### src/rtl/mem_arb_pkg.sv
// Shared types and constants for the memory arbiter slice.
// Data-path widths of mem_req_t follow MEM_ADDR_W / MEM_DATA_W.
package mem_arb_pkg;

  localparam int WORD_SHIFT = 2;
  localparam int MEM_ADDR_W = 32;
  localparam int MEM_DATA_W = 32;

  typedef enum logic [1:0] {
    IDLE,
    RESP,
    HOLD
  } arb_state_t;

  typedef struct packed {
    logic                  we;
    logic [MEM_ADDR_W-1:0] addr;
    logic [MEM_DATA_W-1:0] wdata;
  } mem_req_t;

endpackage

### src/rtl/mem_arbiter_pick.sv
// Combinational one-hot grant picker for mem_arbiter.
// MEM_ARB_RR_EN defined: round-robin search from start; undefined: lowest index wins.
module arb_pick #(
  parameter int N_PORTS = 2,
  parameter int PTR_W   = $clog2(N_PORTS)
) (
  input  logic [N_PORTS-1:0] req_valid,
`ifdef MEM_ARB_RR_EN
  input  logic [PTR_W-1:0]   start,
`endif
  output logic [N_PORTS-1:0] grant,
  output logic [PTR_W-1:0]   grant_idx,
  output logic               any
);

  int k;

  // NOTE: every output of a combinational block gets a default first, so no path leaves it unassigned and no latch is inferred.
  always_comb begin
    grant     = '0;
    grant_idx = '0;
    any       = 1'b0;
    k         = 0;
    for (int i = 0; i < N_PORTS; i++) begin
`ifdef MEM_ARB_RR_EN
      k = int'(start) + i;
      if (k >= N_PORTS) k = k - N_PORTS;
`else
      k = i;
`endif
      if (!any && req_valid[k]) begin
        any       = 1'b1;
        grant[k]  = 1'b1;
        grant_idx = PTR_W'(k);
      end
    end
  end

endmodule

### src/rtl/mem_arbiter.sv
// Arbitrates N_PORTS requesters onto a single-port, 1-cycle-latency word memory.
// Optional round-robin arbitration with macro MEM_ARB_RR_EN; fixed priority otherwise.
module mem_arbiter
  import mem_arb_pkg::*;
#(
  parameter int N_PORTS = 2,
  parameter int ADDR_W  = MEM_ADDR_W,
  parameter int DATA_W  = MEM_DATA_W
) (
  input  logic                  clk,
  input  logic                  rst,
  input  logic [N_PORTS-1:0]    req_valid,
  input  logic [N_PORTS-1:0]    req_we,
  input  logic [N_PORTS*ADDR_W-1:0] req_addr,
  input  logic [N_PORTS*DATA_W-1:0] req_wdata,
  output logic [N_PORTS-1:0]    req_ready,
  output logic [N_PORTS-1:0]    resp_valid,
  output logic                  resp_is_wr,
  output logic [DATA_W-1:0]     resp_data,
  input  logic [N_PORTS-1:0]    resp_ready,
  output logic                  mem_we,
  output logic [ADDR_W-1:0]     mem_r_addr,
  output logic [ADDR_W-1:0]     mem_w_addr,
  output logic [DATA_W-1:0]     mem_w_data,
  input  logic [DATA_W-1:0]     mem_r_data
);

  localparam int PTR_W = $clog2(N_PORTS);

  arb_state_t       state_q, state_d;
  logic [PTR_W-1:0] owner_q;
  logic             is_wr_q;
  logic [DATA_W-1:0] resp_q;

  logic [N_PORTS-1:0] pick_grant;
  logic [PTR_W-1:0]   pick_idx;
  logic               pick_any;
  logic               owner_ready;
  logic               grant_en;
  logic [DATA_W-1:0]  live_data;
  mem_req_t           sel_req;

`ifdef MEM_ARB_RR_EN
  logic [PTR_W-1:0] rr_ptr_q;

  arb_pick #(.N_PORTS(N_PORTS), .PTR_W(PTR_W)) u_pick (
    .req_valid (req_valid),
    .start     (rr_ptr_q),
    .grant     (pick_grant),
    .grant_idx (pick_idx),
    .any       (pick_any)
  );
`else
  arb_pick #(.N_PORTS(N_PORTS), .PTR_W(PTR_W)) u_pick (
    .req_valid (req_valid),
    .grant     (pick_grant),
    .grant_idx (pick_idx),
    .any       (pick_any)
  );
`endif

  // A new grant may overlap the response of the previous one when its owner takes it.
  assign owner_ready = resp_ready[owner_q];
  assign grant_en    = !rst && pick_any && (state_q == IDLE || owner_ready);
  assign live_data   = is_wr_q ? '0 : mem_r_data;

  always_comb begin
    sel_req = '0;
    for (int i = 0; i < N_PORTS; i++) begin
      if (pick_idx == PTR_W'(i)) begin
        sel_req.we    = req_we[i];
        sel_req.addr  = MEM_ADDR_W'(req_addr[i*ADDR_W +: ADDR_W]);
        sel_req.wdata = MEM_DATA_W'(req_wdata[i*DATA_W +: DATA_W]);
      end
    end
  end

  always_comb begin
    req_ready  = grant_en ? pick_grant : '0;
    mem_we     = grant_en && sel_req.we;
    mem_r_addr = grant_en ? ADDR_W'(sel_req.addr)  : '0;
    mem_w_addr = grant_en ? ADDR_W'(sel_req.addr)  : '0;
    mem_w_data = grant_en ? DATA_W'(sel_req.wdata) : '0;

    resp_valid = '0;
    resp_is_wr = 1'b0;
    resp_data  = '0;
    if (state_q != IDLE) begin
      resp_valid[owner_q] = 1'b1;
      resp_is_wr          = is_wr_q;
      resp_data           = (state_q == RESP) ? live_data : resp_q;
    end
  end

  always_comb begin
    state_d = state_q;
    case (state_q)
      IDLE:       if (grant_en) state_d = RESP;
      RESP, HOLD: begin
        if (owner_ready) state_d = grant_en ? RESP : IDLE;
        else             state_d = HOLD;
      end
      default:    state_d = IDLE;
    endcase
  end

  // NOTE: sequential state uses non-blocking assignments so every register samples pre-edge values.
  always_ff @(posedge clk or posedge rst) begin
    if (rst) begin
      state_q <= IDLE;
      owner_q <= '0;
      is_wr_q <= 1'b0;
      resp_q  <= '0;
    end else begin
      state_q <= state_d;
      if (grant_en) begin
        owner_q <= pick_idx;
        is_wr_q <= sel_req.we;
      end
      // mem_r_data is only valid in the RESP cycle, so a stalled response keeps its own copy.
      if (state_q == RESP && !owner_ready) resp_q <= live_data;
    end
  end

`ifdef MEM_ARB_RR_EN
  always_ff @(posedge clk or posedge rst) begin
    if (rst)           rr_ptr_q <= '0;
    else if (grant_en) rr_ptr_q <= (pick_idx == PTR_W'(N_PORTS - 1)) ? '0 : pick_idx + 1'b1;
  end
`endif

endmodule

### config.mk
export PLATFORM = sky130hd
export DESIGN_NAME = mem_arbiter
export DESIGN_NICKNAME = d
export VERILOG_FILES = /design/src/rtl/mem_arb_pkg.sv /design/src/rtl/mem_arbiter_pick.sv /design/src/rtl/mem_arbiter.sv
export SDC_FILE = /design/constraint.sdc
export NUM_CORES = 1
export LEC_CHECK = 0
export CORE_AREA = 2 2 116 118
export CTS_CLUSTER_SIZE = 40
export DETAILED_ROUTE_END_ITERATION = 10
export DIE_AREA = 0 0 118 120
export DONT_BUFFER_PORTS = 1
export PLACE_DENSITY_LB_ADDON = 0.1
export REMOVE_ABC_BUFFERS = 1
export SLEW_MARGIN = 20
export SYNTH_ARGS = -nofsm -noshare
export SYNTH_HDL_FRONTEND = slang
export SYNTH_SLANG_ARGS = --single-unit
### constraint.sdc
create_clock -name clk -period 4.15 [get_ports clk]
set_input_delay 0.415 -clock clk [delete_from_list [all_inputs] [get_ports clk]]
set_output_delay 0.415 -clock clk [all_outputs]
set_load 0.05 [all_outputs]
Word-level counts from Yosys, hierarchy flattened
Cells that the tools add are included.
Widths: inputs -> output; s select.
{"block": "word_totals", "regBits": 36, "inputBits": 168, "out_inout_bits": 134, "elab_cells": 42}
{"block": "op_classes", "n_lt_le_gt_ge": 2, "eq_ne": 3, "mux": 20, "n_reduce_logical": 13}
{"operator": "$mux 32", "count": 5}
{"operator": "$mux 65", "count": 1}
{"operator": "$mux 1", "count": 8}
{"operator": "$mux 2", "count": 4}
{"operator": "$logic_and 1x1->1", "count": 6}
{"operator": "$pmux 2 s2", "count": 1}
{"operator": "$logic_not 1->1", "count": 3}
{"operator": "$eq 2x1->1 const B", "count": 1}
{"operator": "$eq 2x2->1 const B", "count": 1}
{"operator": "$logic_not 2->1", "count": 1}
{"operator": "$lt 1x2->1 const B", "count": 1}
{"operator": "$ne 2x2->1 const B", "count": 1}
{"operator": "$reduce_bool 2->1", "count": 1}
{"operator": "$reduce_or 2->1", "count": 1}
{"operator": "$demux 1 s1", "count": 1}
{"operator": "$ge 1x1->1 const B", "count": 1}
{"operator": "$logic_or 1x1->1", "count": 1}

Longest topological paths before layout
Gate-level depths: netlist of the first run.
{"block": "logic_depth", "word_depth": 9, "mapped_depth": 8}

Cells and area by module
Synthesis of the first run repeated with hierarchy kept, for this count alone.
{"block": "unflattened", "hier_cells": 390, "area_unflattened_um2": 3559.7}
{"module": "mem_arbiter", "instances": 1, "cells_per_inst": 386, "area_per_inst_um2": 3532.1, "seq_area_each_um2": 900.9}
{"module": "arb_pick", "instances": 1, "cells_per_inst": 4, "area_per_inst_um2": 27.5, "seq_area_each_um2": 0.0}

Worst setup path before layout of the first run
OpenSTA, ideal clock, no wires.
{"block": "synth_path", "path_kind": "input -> output", "from": "input rst", "to": "output mem_w_addr[24]", "arrival_ns": 2.341, "required_time_ns": 3.735, "setup_slack_ns": 1.394, "cell_stages": 6, "path_buffers": 3, "cell_sequence": "o21bai_1 > o21bai_2 > buf_2 > buf_2 > a21oi_1 > buf_4"}
{"block": "synth_between", "elab_chain_cells": 4}
{"item": "start: declaration", "line_no": "mem_arbiter.sv:11", "text": "input logic rst,"}
{"item": "$logic_not 1->1 (no source line)"}
{"item": "$logic_and 1x1->1 (2 in series)", "line_no": "mem_arbiter.sv:64", "text": "assign grant_en = !rst && pick_any && (state_q == IDLE || owner_ready);"}
{"item": "$mux 32"}
{"item": "end: declaration", "line_no": "mem_arbiter.sv:23", "text": "output logic [ADDR_W-1:0] mem_w_addr,"}
No other way between the ends.

Worst setup path in the final report of the first run
{"block": "layout_path", "from": "register state_q[1]", "to": "output resp_data[13]"}
{"block": "layout_between", "elab_chain_cells": 3, "word_cells_on_any_way": 4, "classes_between": "eq/ne (1); mux (2); reduce/logical (1)"}
{"item": "start: declaration", "line_no": "mem_arbiter.sv:30", "text": "arb_state_t state_q, state_d;"}
{"item": "start signal: assignment", "line_no": "mem_arbiter.sv:115", "text": "state_q <= state_d;"}
{"item": "$eq 2x1->1", "line_no": "mem_arbiter.sv:91", "text": "resp_data = (state_q == RESP) ? live_data : resp_q;"}
{"item": "$mux 32", "line_no": "mem_arbiter.sv:91"}
{"item": "$mux 32 (*)", "line_no": "mem_arbiter.sv:88", "text": "if (state_q != IDLE) begin"}
{"item": "end: declaration", "line_no": "mem_arbiter.sv:19", "text": "output logic [DATA_W-1:0] resp_data,"}
Mark *: on every way between the ends. The rest lies on a longest branch, timed or not.

==> results of run 1 <==
-- critical path, stage by stage, from the launching register on --
cell and delay, ns:
dfrtp_1 0.39, inv_1 0.09, ha_2 0.85, mux2i_1 0.29
nor2_1 0.77
-- sequential cells by signal, summed over array words and instances (netlist names) --
name     flops
resp_q      32
owner_q      1
state_q      2
is_wr_q      1
-- kinds of logic after synthesis --
kind of cell	Yosys count
and+or+nand+nor	201
DFF	36
adders and majority gates	3
buffers and inverters	74
muxes	69
AOI/OAI and AO/OA	70
-- power breakdown --
part           switching (mW)  internal, mW
clock network           0.144         0.218
logic                    1.48         0.610
registers               0.138         0.515
-- how the worst max path moves through the flow --
stage                             from       endpoint  slack (ns)  cells past startpoint
final                       state_q[1]  resp_data[13]        1.02                      4
after global routing        state_q[1]  resp_data[13]        0.88                      4
after CTS                   state_q[1]  resp_data[13]        0.98                      4
after detailed placement    state_q[1]  resp_data[13]        1.29                      4
after global placement      state_q[1]  resp_data[13]        1.32                      4
after floorplan           req_valid[0]  mem_r_addr[0]       -0.49                      3
-- routing by layer --
metal | up-vias | track usage | part of all wire
met1 | 1406 | 0.234 | 0.44
met4 | 6 | 0.0241 | 0.0092
li1 | 1467 | - | -
met3 | 15 | 0.0794 | 0.098
met2 | 163 | 0.260 | 0.45
met5 | - | 0 | 0.0031
-- synth_stat cells --
| cell | count |
|---|---|
| nand2_1 | 128 |
| a21oi_1 | 64 |
| dfrtp_1 | 36 |
| nor2_1 | 36 |
| mux2i_1 | 35 |
| nor2b_1 | 34 |
| buf_4 | 32 |
| mux2_4 | 31 |
| clkbuf_1 | 23 |
| buf_2 | 8 |
| inv_1 | 6 |
| buf_12 | 3 |
| ha_1 | 3 |
| mux2_2 | 3 |
| a2111oi_0 | 1 |
| a22o_1 | 1 |
| a31o_2 | 1 |
| buf_1 | 1 |
| buf_6 | 1 |
| nand2b_1 | 1 |
| nor3b_1 | 1 |
| o211a_1 | 1 |
| o21bai_1 | 1 |
| o21bai_2 | 1 |
| or2_1 | 1 |
-- layout make-up --
| cell class | instances | area (µm²) |
|---|---|---|
| Timing Repair Buffer | 72 | 553 |
| Inverter | 6 | 22.5 |
| Clock buffer | 5 | 125 |
| Antenna cell | 5 | 12.5 |
| Fill cell | 1405 | 8880 |
| Sequential cell | 36 | 902 |
| Multi-Input combinational cell | 343 | 2250 |
| Clock inverter | 2 | 12.5 |
| Tap cell | 176 | 220 |
-- metrics by stage --
| stage | hold WS (ns) | util |
|---|---|---|
| 2_1_floorplan | 0.479 | - |
| 3_3_place_gp | 0.464 | 0.304 |
| 3_5_place_dp | 0.463 | 0.304 |
| 4_1_cts | 0.164 | 0.315 |
| 5_1_grt | 0.192 | 0.315 |
| 6_report | 0.142 | 0.316 |
==> results.py, run 1 <==
metrics = {
    "placed_design": {
        "detailedPlace.worstSlack_ns": 1.29,
        "place_area_um2": 3950,
        "dp_hpwl_um": 10400,
        "dp_cells": 633,
        "globalplace.congestion": 0.725,
        "portBuffers": 0,
    },
    "floorplan": {
        "die_area_um2": 14200,
        "rows": 42,
        "start_util": 0.268,
        "die_h_um": 120,
        "die_x_um": 118,
        "core_area_um2": 13000,
        "io_pins": 302,
    },
    "clock_tree": {
        "tritoncts": "done",
        "cts_made_buffers": 5,
        "clkTransAtPathRegs_ns": 0.06,
        "cts_buffer_depth": 2,
        "post_cts_buffers": 0,
        "cts-htree-levels": 2,
        "cts-resized-gates": 0,
        "cts_hold_buf": 0,
        "clk_latency_ns": 0.28,
        "root_buffer": "clkbuf_16",
        "cts.sinks": 36,
    },
    "route": {
        "finalWirelength_um": 13000,
        "drtPass1Iterations": 4,
        "ant_nets": 0,
        "drc": 0,
        "viasPerCell": 4.74,
        "first_iter_violations": 105,
        "via_count": 3057,
        "routedWlPerCell_um": 20.1,
    },
    "finish": {
        "layout-drive-gt1-share": 0.328,
        "fin_area_um2": 4100,
        "layout_common_cells": "128 x nand2_1, 71 x buf_4, 36 x nor2_1",
        "area_growth_pct": 18.0,
        "stdcell_count": 645,
        "final_common_cell": "nand2_1",
        "nets": 635,
    },
    "logic_synthesis": {
        "synthXorXnorAreaFrac": 0,
        "synth_top_family_by_area": "multiplexers",
        "synthMuxAreaShare": 0.244,
        "synth.area.top_cells": "dfrtp_1 26%, nand2_1 14%, mux2_4 13%, mux2i_1 10%, a21oi_1 9.2%",
        "ys_seq_area_frac": 0.259,
        "synth_top_cell_by_area": "dfrtp_1",
        "syn_avg_cell_area_um2": 7.67,
        "synth_seq_cells": 36,
        "synth_area_um2": 3480,
        "synth_fa_ha_area_frac": 0.0108,
        "yosysTopAreaCellShare": 0.259,
        "syn-instance-count": 453,
        "synth-compound-area-share": 0.108,
        "synth.distinct_cells": 25,
        "synthSimpleGateAreaFrac": 0.244,
        "yosys_warnings": 0,
    },
    "sta": {
        "period_minus_slack_ns": 3.13,
        "tightest_slew_ns": 1.03,
        "finClkSkew_ns": 0.00606,
        "finalSetupViolCount": 0,
        "clock.fmax_ghz": 0.319,
        "rsz0062_at_grt": "false",
        "fin_ws_ns": 1.02,
        "fin_tns_setup_ns": 0,
        "hold_viol": 0,
        "drv_slew": 0,
        "maxSlewHeadroom": 0.312,
        "fin_crit_sh": 0.755,
    },
    "global_routing": {
        "overflow": 0,
        "grt_max_degree": 65,
        "grt_pass1_wl_um": 18800,
        "grt_usage": 0.174,
        "grt_pass1_vias": 3122,
        "antenna_found_initial": 7,
    },
    "setup_path": {
        "worstSetupEndpointType": "output pin",
        "crit_arrival_ns": 2.72,
        "rrSetupSlack_ns": 1.71,
        "crit_type": "register to output pin",
        "reg2reg_to": "resp_q[20]",
        "reg2regPathDepth": 5,
        "worst_setup_path_start_kind": "register",
        "cp_max_fo": 33,
        "r2r_start": "state_q[1]",
        "required_ns": 3.73,
    },
    "power": {
        "p_leak_nw": 1.94,
        "powerDensity_nw_per_um2": 757,
        "irDropWorstVdd_uv": 365,
        "p_total_mw": 3.11,
    },
    "outcome": {
        "outcome": "finished, final reports clean",
    },
    "hold_path": {
        "hold_path.class": "primary input to asynchronous set/reset pin",
    },
    "run": {
        "max_cap_violations": 0,
    },
}
No activity file was read; power rests on OpenSTA's default activity.
==> run 2, diff against run 1 <==
Clock period 4.15 ns to 2.6 ns, I/O delays scaled along.
==> run 2 against run 1 <==
Compared with the run above: critical path depth grew 1; design area increased by 18%; first-iteration DRC count increased by 20%; critical path type unchanged; critical endpoint is now mem_w_data[23]; largest power group unchanged.
==> results.py, run 2 (synthesis gave the netlist of run 1 again) <==
metrics = {
    "setup_path": {
        "reg2reg_to": "resp_q[0]",
        "cp_max_fo": 51,
        "required_ns": 2.34,
        "path_delay_family": "buffers and inverters",
        "reg2regPathDepth": 4,
        "crit_chain": "mux2_4, o21bai_4, buf_12, a21oi_1, buf_4",
        "cp_num_cells": 5,
        "worstSetupEndpointType": "output pin",
        "critPathBufInv": 2,
        "crit_type": "register to output pin",
        "setup.worst_path.end": "mem_w_data[23]",
        "worst_setup_path_start_kind": "register",
        "cp_slowest_stage_delay_ns": 0.41,
        "rrSetupSlack_ns": 0.59,
        "cpMaxStageDelayCell": "dfrtp_1",
        "crit_arrival_ns": 1.95,
        "critPathLaunch": "owner_q",
        "r2r_start": "owner_q",
    },
    "placed_design": {
        "globalplace.congestion": 0.787,
        "place_area_um2": 4700,
        "dp_hpwl_um": 11200,
        "portBuffers": 0,
        "dp_cells": 681,
    },
    "finish": {
        "stdcell_count": 691,
        "largest_register_ffs": 32,
        "area_growth_pct": 39.4,
        "regMostFlops": "resp_q",
        "fill_cells": 1362,
        "nets": 683,
        "biggestRegsByFlops": "resp_q x32, state_q x2",
        "fin_area_um2": 4840,
        "final_common_cell": "nand2_1",
        "layout_common_cells": "128 x nand2_1, 88 x buf_4, 36 x nor2_1, 36 x dfrtp_1, 35 x mux2i_1",
        "layout-drive-gt1-share": 0.390,
    },
    "clock_tree": {
        "clkTransAtPathRegs_ns": 0.06,
        "root_buffer": "clkbuf_16",
        "cts_buffer_depth": 2,
        "cts_hold_buf": 0,
        "cts.sinks": 36,
        "post_cts_buffers": 0,
        "cts-htree-levels": 2,
        "tritoncts": "done",
        "cts_made_buffers": 5,
        "cts-resized-gates": 0,
        "clk_latency_ns": 0.27,
    },
    "power": {
        "p_sw_frac": 0.528,
        "powerDensity_nw_per_um2": 1130,
        "irDropWorstVdd_uv": 676,
        "switchingPower_mw": 2.90,
        "p_total_mw": 5.49,
        "p_comb_frac": 0.712,
        "pwr-share-clk": 0.106,
        "power.internal_mw": 2.59,
        "p_leak_nw": 2.30,
        "p_seq_frac": 0.182,
    },
    "floorplan": {
        "die_h_um": 120,
        "io_pins": 302,
        "rows": 42,
        "die_area_um2": 14200,
        "start_util": 0.268,
        "core_area_um2": 13000,
        "die_x_um": 118,
    },
    "sta": {
        "drv_slew": 0,
        "maxSlewHeadroom": 0.572,
        "period_minus_slack_ns": 2.21,
        "whs_ns": 0.00236,
        "hold_viol": 0,
        "rsz0062_at_grt": "false",
        "fin_crit_sh": 0.850,
        "finalSetupViolCount": 0,
        "finClkSkew_ns": 0.00583,
        "clock.fmax_ghz": 0.453,
        "tightest_slew_ns": 0.642,
    },
    "global_routing": {
        "antenna_found_initial": 5,
        "grt_usage": 0.178,
        "grt_pass1_vias": 3143,
        "overflow": 0,
        "grt_pass1_wl_um": 19300,
        "grt_max_degree": 52,
    },
    "route": {
        "via_count": 3269,
        "drc": 0,
        "finalWirelength_um": 13500,
        "drtPass1Iterations": 4,
        "viasPerCell": 4.73,
        "first_iter_violations": 126,
        "routedWlPerCell_um": 19.5,
        "ant_nets": 0,
    },
    "hold_path": {
        "hold_path.class": "primary input to asynchronous set/reset pin",
    },
    "run": {
        "max_cap_violations": 0,
    },
    "outcome": {
        "outcome": "finished, final reports clean",
    },
}
## run 2: power groups by stage
| stage | sequential, mW | clock, mW | combinational, mW |
|---|---|---|---|
| 2_1_floorplan | 0.965 | 0 | 2.84 |
| 3_3_place_gp | 1.00 | 0 | 3.92 |
| 3_5_place_dp | 0.991 | 0 | 3.95 |
| 4_1_cts | 0.997 | 0.600 | 3.95 |
| 5_1_grt | 1.03 | 0.631 | 4.11 |
| 6_report | 0.998 | 0.583 | 3.90 |
## run 2: worst min-delay path by stage
stage,to,slack [ns],depth (start not counted)
3_5_place_dp,owner_q,0.31,2
2_1_floorplan,is_wr_q,0.44,1
3_3_place_gp,owner_q,0.32,2
5_1_grt,owner_q,0.06,2
6_report,owner_q,0.002,2
4_1_cts,owner_q,0.02,2
## run 2: stage by stage
stage / setup WS [ns] / utilization / TNS (ns)
after floorplan: -1.73 / - / -166.75
after global placement: 0.638 / 0.362 / 0
after detailed placement: 0.599 / 0.362 / 0
after CTS: 0.359 / 0.373 / 0
after global routing: 0.254 / 0.373 / 0
final: 0.391 / 0.373 / 0
## run 2: routing by layer
metal  GRT usage  part of all wire
met5           0            0.0025
met4     0.00828           0.00030
met2       0.278              0.46
met3      0.0713             0.093
met1       0.245              0.44
## run 2: cell type report
type                            instances  area [µm²]  area share
Clock buffer                            5         125      0.0258
Inverter                                6        22.5     0.00465
Sequential cell                        36         901       0.186
Timing Repair Buffer                  120        1300       0.269
Tap cell                              176         220      0.0455
Antenna cell                            2        5.00     0.00103
Clock inverter                          3        18.8     0.00387
Multi-Input combinational cell        343        2250       0.465
## run 2: worst reg2reg max path, cell delays in order, from the launching register on
cell,delay [ns]
dfrtp_1,0.41
mux2_4,0.35
or2_2,0.54
buf_12,0.28
mux2_4,0.31
==> run 3, diff against run 2 <==
Settings changed: CORE_AREA 2 2 116 118 to 2 2 117 119, DIE_AREA 0 0 118 120 to 0 0 119 121.
Clock period 2.6 ns to 2.2 ns, I/O delays scaled along.
==> run 3 against run 2 <==
Compared with the run above: setup slack got worse by 0.23 ns; design area increased by 0.70%; sequential power grew 14%; first-iteration DRC count shrank 8.7%; clock skew is 0.0037 ns higher; critical path type unchanged; largest cell class unchanged.
==> results.py, run 3 (synthesis gave the netlist of run 1 again) <==
metrics = {
    "sta": {
        "drv_slew": 0,
        "tightest_slew_ns": 0.492,
        "clock.fmax_ghz": 0.490,
        "fin_ws_ns": 0.158,
        "finalSetupViolCount": 0,
        "fin_crit_sh": 0.928,
        "hold_viol": 0,
        "rsz0062_at_grt": "false",
        "finClkSkew_ns": 0.00958,
        "period_minus_slack_ns": 2.04,
        "maxSlewHeadroom": 0.672,
    },
    "setup_path": {
        "reg2regPathDepth": 4,
        "cp_num_cells": 5,
        "cpMaxStageDelayCell": "dfrtp_1",
        "crit_chain": "mux2_4, o21bai_4, buf_12, a21oi_1, buf_4",
        "cp_max_fo": 41,
        "reg2reg_to": "resp_q[12]",
        "critPathLaunch": "owner_q",
        "cp_slowest_stage_delay_ns": 0.42,
        "rrSetupSlack_ns": 0.46,
        "setup.worst_path.end": "mem_w_data[16]",
        "worstSetupEndpointType": "output pin",
        "worst_setup_path_start_kind": "register",
        "crit_arrival_ns": 1.82,
        "critPathBufInv": 2,
        "r2r_start": "owner_q",
        "required_ns": 1.98,
        "crit_type": "register to output pin",
        "path_delay_family": "buffers and inverters",
    },
    "hold_path": {
        "hold_path.class": "primary input to register",
    },
    "finish": {
        "regMostFlops": "resp_q",
        "biggestRegsByFlops": "resp_q x32, state_q x2",
        "fill_cells": 1372,
        "layout-drive-gt1-share": 0.375,
        "final_common_cell": "nand2_1",
        "layout_common_cells": "128 x nand2_1, 73 x buf_4, 38 x buf_12",
        "ff_latch_area_um2": 901,
        "multi_input_area_um2": 2250,
        "nets": 676,
        "final_util": 0.373,
        "area_growth_pct": 40.4,
        "largest_register_ffs": 32,
    },
    "route": {
        "drtPass1Iterations": 4,
        "drc": 0,
        "finalWirelength_um": 13300,
        "via_count": 3284,
        "first_iter_violations": 115,
        "routedWlPerCell_um": 19.4,
        "ant_nets": 0,
        "viasPerCell": 4.78,
    },
    "global_routing": {
        "grt_pass1_vias": 3274,
        "overflow": 0,
        "antenna_found_initial": 8,
        "grt_max_degree": 66,
        "grt_pass1_wl_um": 19200,
        "grt_usage": 0.172,
    },
    "floorplan": {
        "io_pins": 302,
        "rows": 42,
        "die_h_um": 121,
        "start_util": 0.266,
        "die_area_um2": 14400,
        "core_area_um2": 13100,
        "die_x_um": 119,
    },
    "power": {
        "p_leak_nw": 2.28,
        "powerDensity_nw_per_um2": 1340,
        "irDropWorstVdd_uv": 886,
    },
    "outcome": {
        "outcome": "finished, final reports clean",
    },
    "placed_design": {
        "detailedPlace.worstSlack_ns": 0.372,
        "dp_hpwl_um": 10600,
        "globalplace.congestion": 0.741,
        "portBuffers": 0,
    },
    "clock_tree": {
        "cts.sinks": 36,
        "root_buffer": "clkbuf_16",
        "cts-htree-levels": 2,
        "cts_made_buffers": 5,
        "cts_buffer_depth": 2,
        "clk_latency_ns": 0.28,
        "post_cts_buffers": 0,
        "clkTransAtPathRegs_ns": 0.06,
        "tritoncts": "done",
    },
    "run": {
        "max_cap_violations": 0,
    },
}
-- run 3: layout make-up --
cell class                      count  area share
Clock inverter                      1     0.00180
Timing Repair Buffer              113       0.273
Antenna cell                        5     0.00256
Clock buffer                        7      0.0272
Tap cell                          176      0.0451
Inverter                            6     0.00462
Multi-Input combinational cell    343       0.461
Sequential cell                    36       0.185
-- run 3: routing by layer --
| metal | share of wire | vias to the layer above | global-route usage |
|---|---|---|---|
| li1 | - | 1546 | - |
| met1 | 0.41 | 1552 | 0.209 |
| met2 | 0.47 | 164 | 0.281 |
| met3 | 0.10 | 16 | 0.0780 |
| met4 | 0.016 | 6 | 0.0372 |
| met5 | 0.0028 | - | 0 |
-- run 3: stage by stage --
stage	power [mW]	instances	hold slack (ns)	instance area (µm²)	TNS [ns]
after CTS	6.64	682	0.268	4860	0
after global placement	5.88	673	0.282	4710	0
after global routing	6.90	685	0.268	4870	0
after floorplan	4.49	385	0.395	3030	-223.23
final	6.55	687	0.271	4880	0
after detailed placement	5.92	673	0.286	4710	0
-- run 3: worst min path at each step --
| stage | startpoint | slack (ns) | to | cells after the start |
|---|---|---|---|---|
| after floorplan | rst | 0.40 | is_wr_q | 1 |
| after global placement | rst | 0.28 | owner_q | 2 |
| after detailed placement | rst | 0.29 | owner_q | 2 |
| after CTS | mem_r_data[10] | 0.27 | resp_q[10] | 2 |
| after global routing | req_valid[0] | 0.27 | owner_q | 2 |
| final | mem_r_data[10] | 0.27 | resp_q[10] | 2 |
-- run 3: worst reg2reg max path, stage by stage, from the launching register on --
cell and delay [ns]:
dfrtp_1 0.42, mux2_4 0.35, or2_2 0.31, buf_12 0.20
mux2_4 0.35
-- run 3: what timing repair did --
item / CTS / global route
hold buffers: 1 / 0
endpoints found under the setup margin: 0 / 3
endpoints found under the hold margin: 31 / 0
gates resized for setup: 0 / 1
-- run 3: report_power, final --
part | internal [mW] | switching, mW | total [mW] | leakage (nW)
sequential | 0.971 | 0.172 | 1.14 | 0.463
clock | 0.423 | 0.267 | 0.690 | 0.0681
combinational | 1.72 | 3.00 | 4.72 | 1.75
total | 3.11 | 3.44 | 6.55 | 2.28
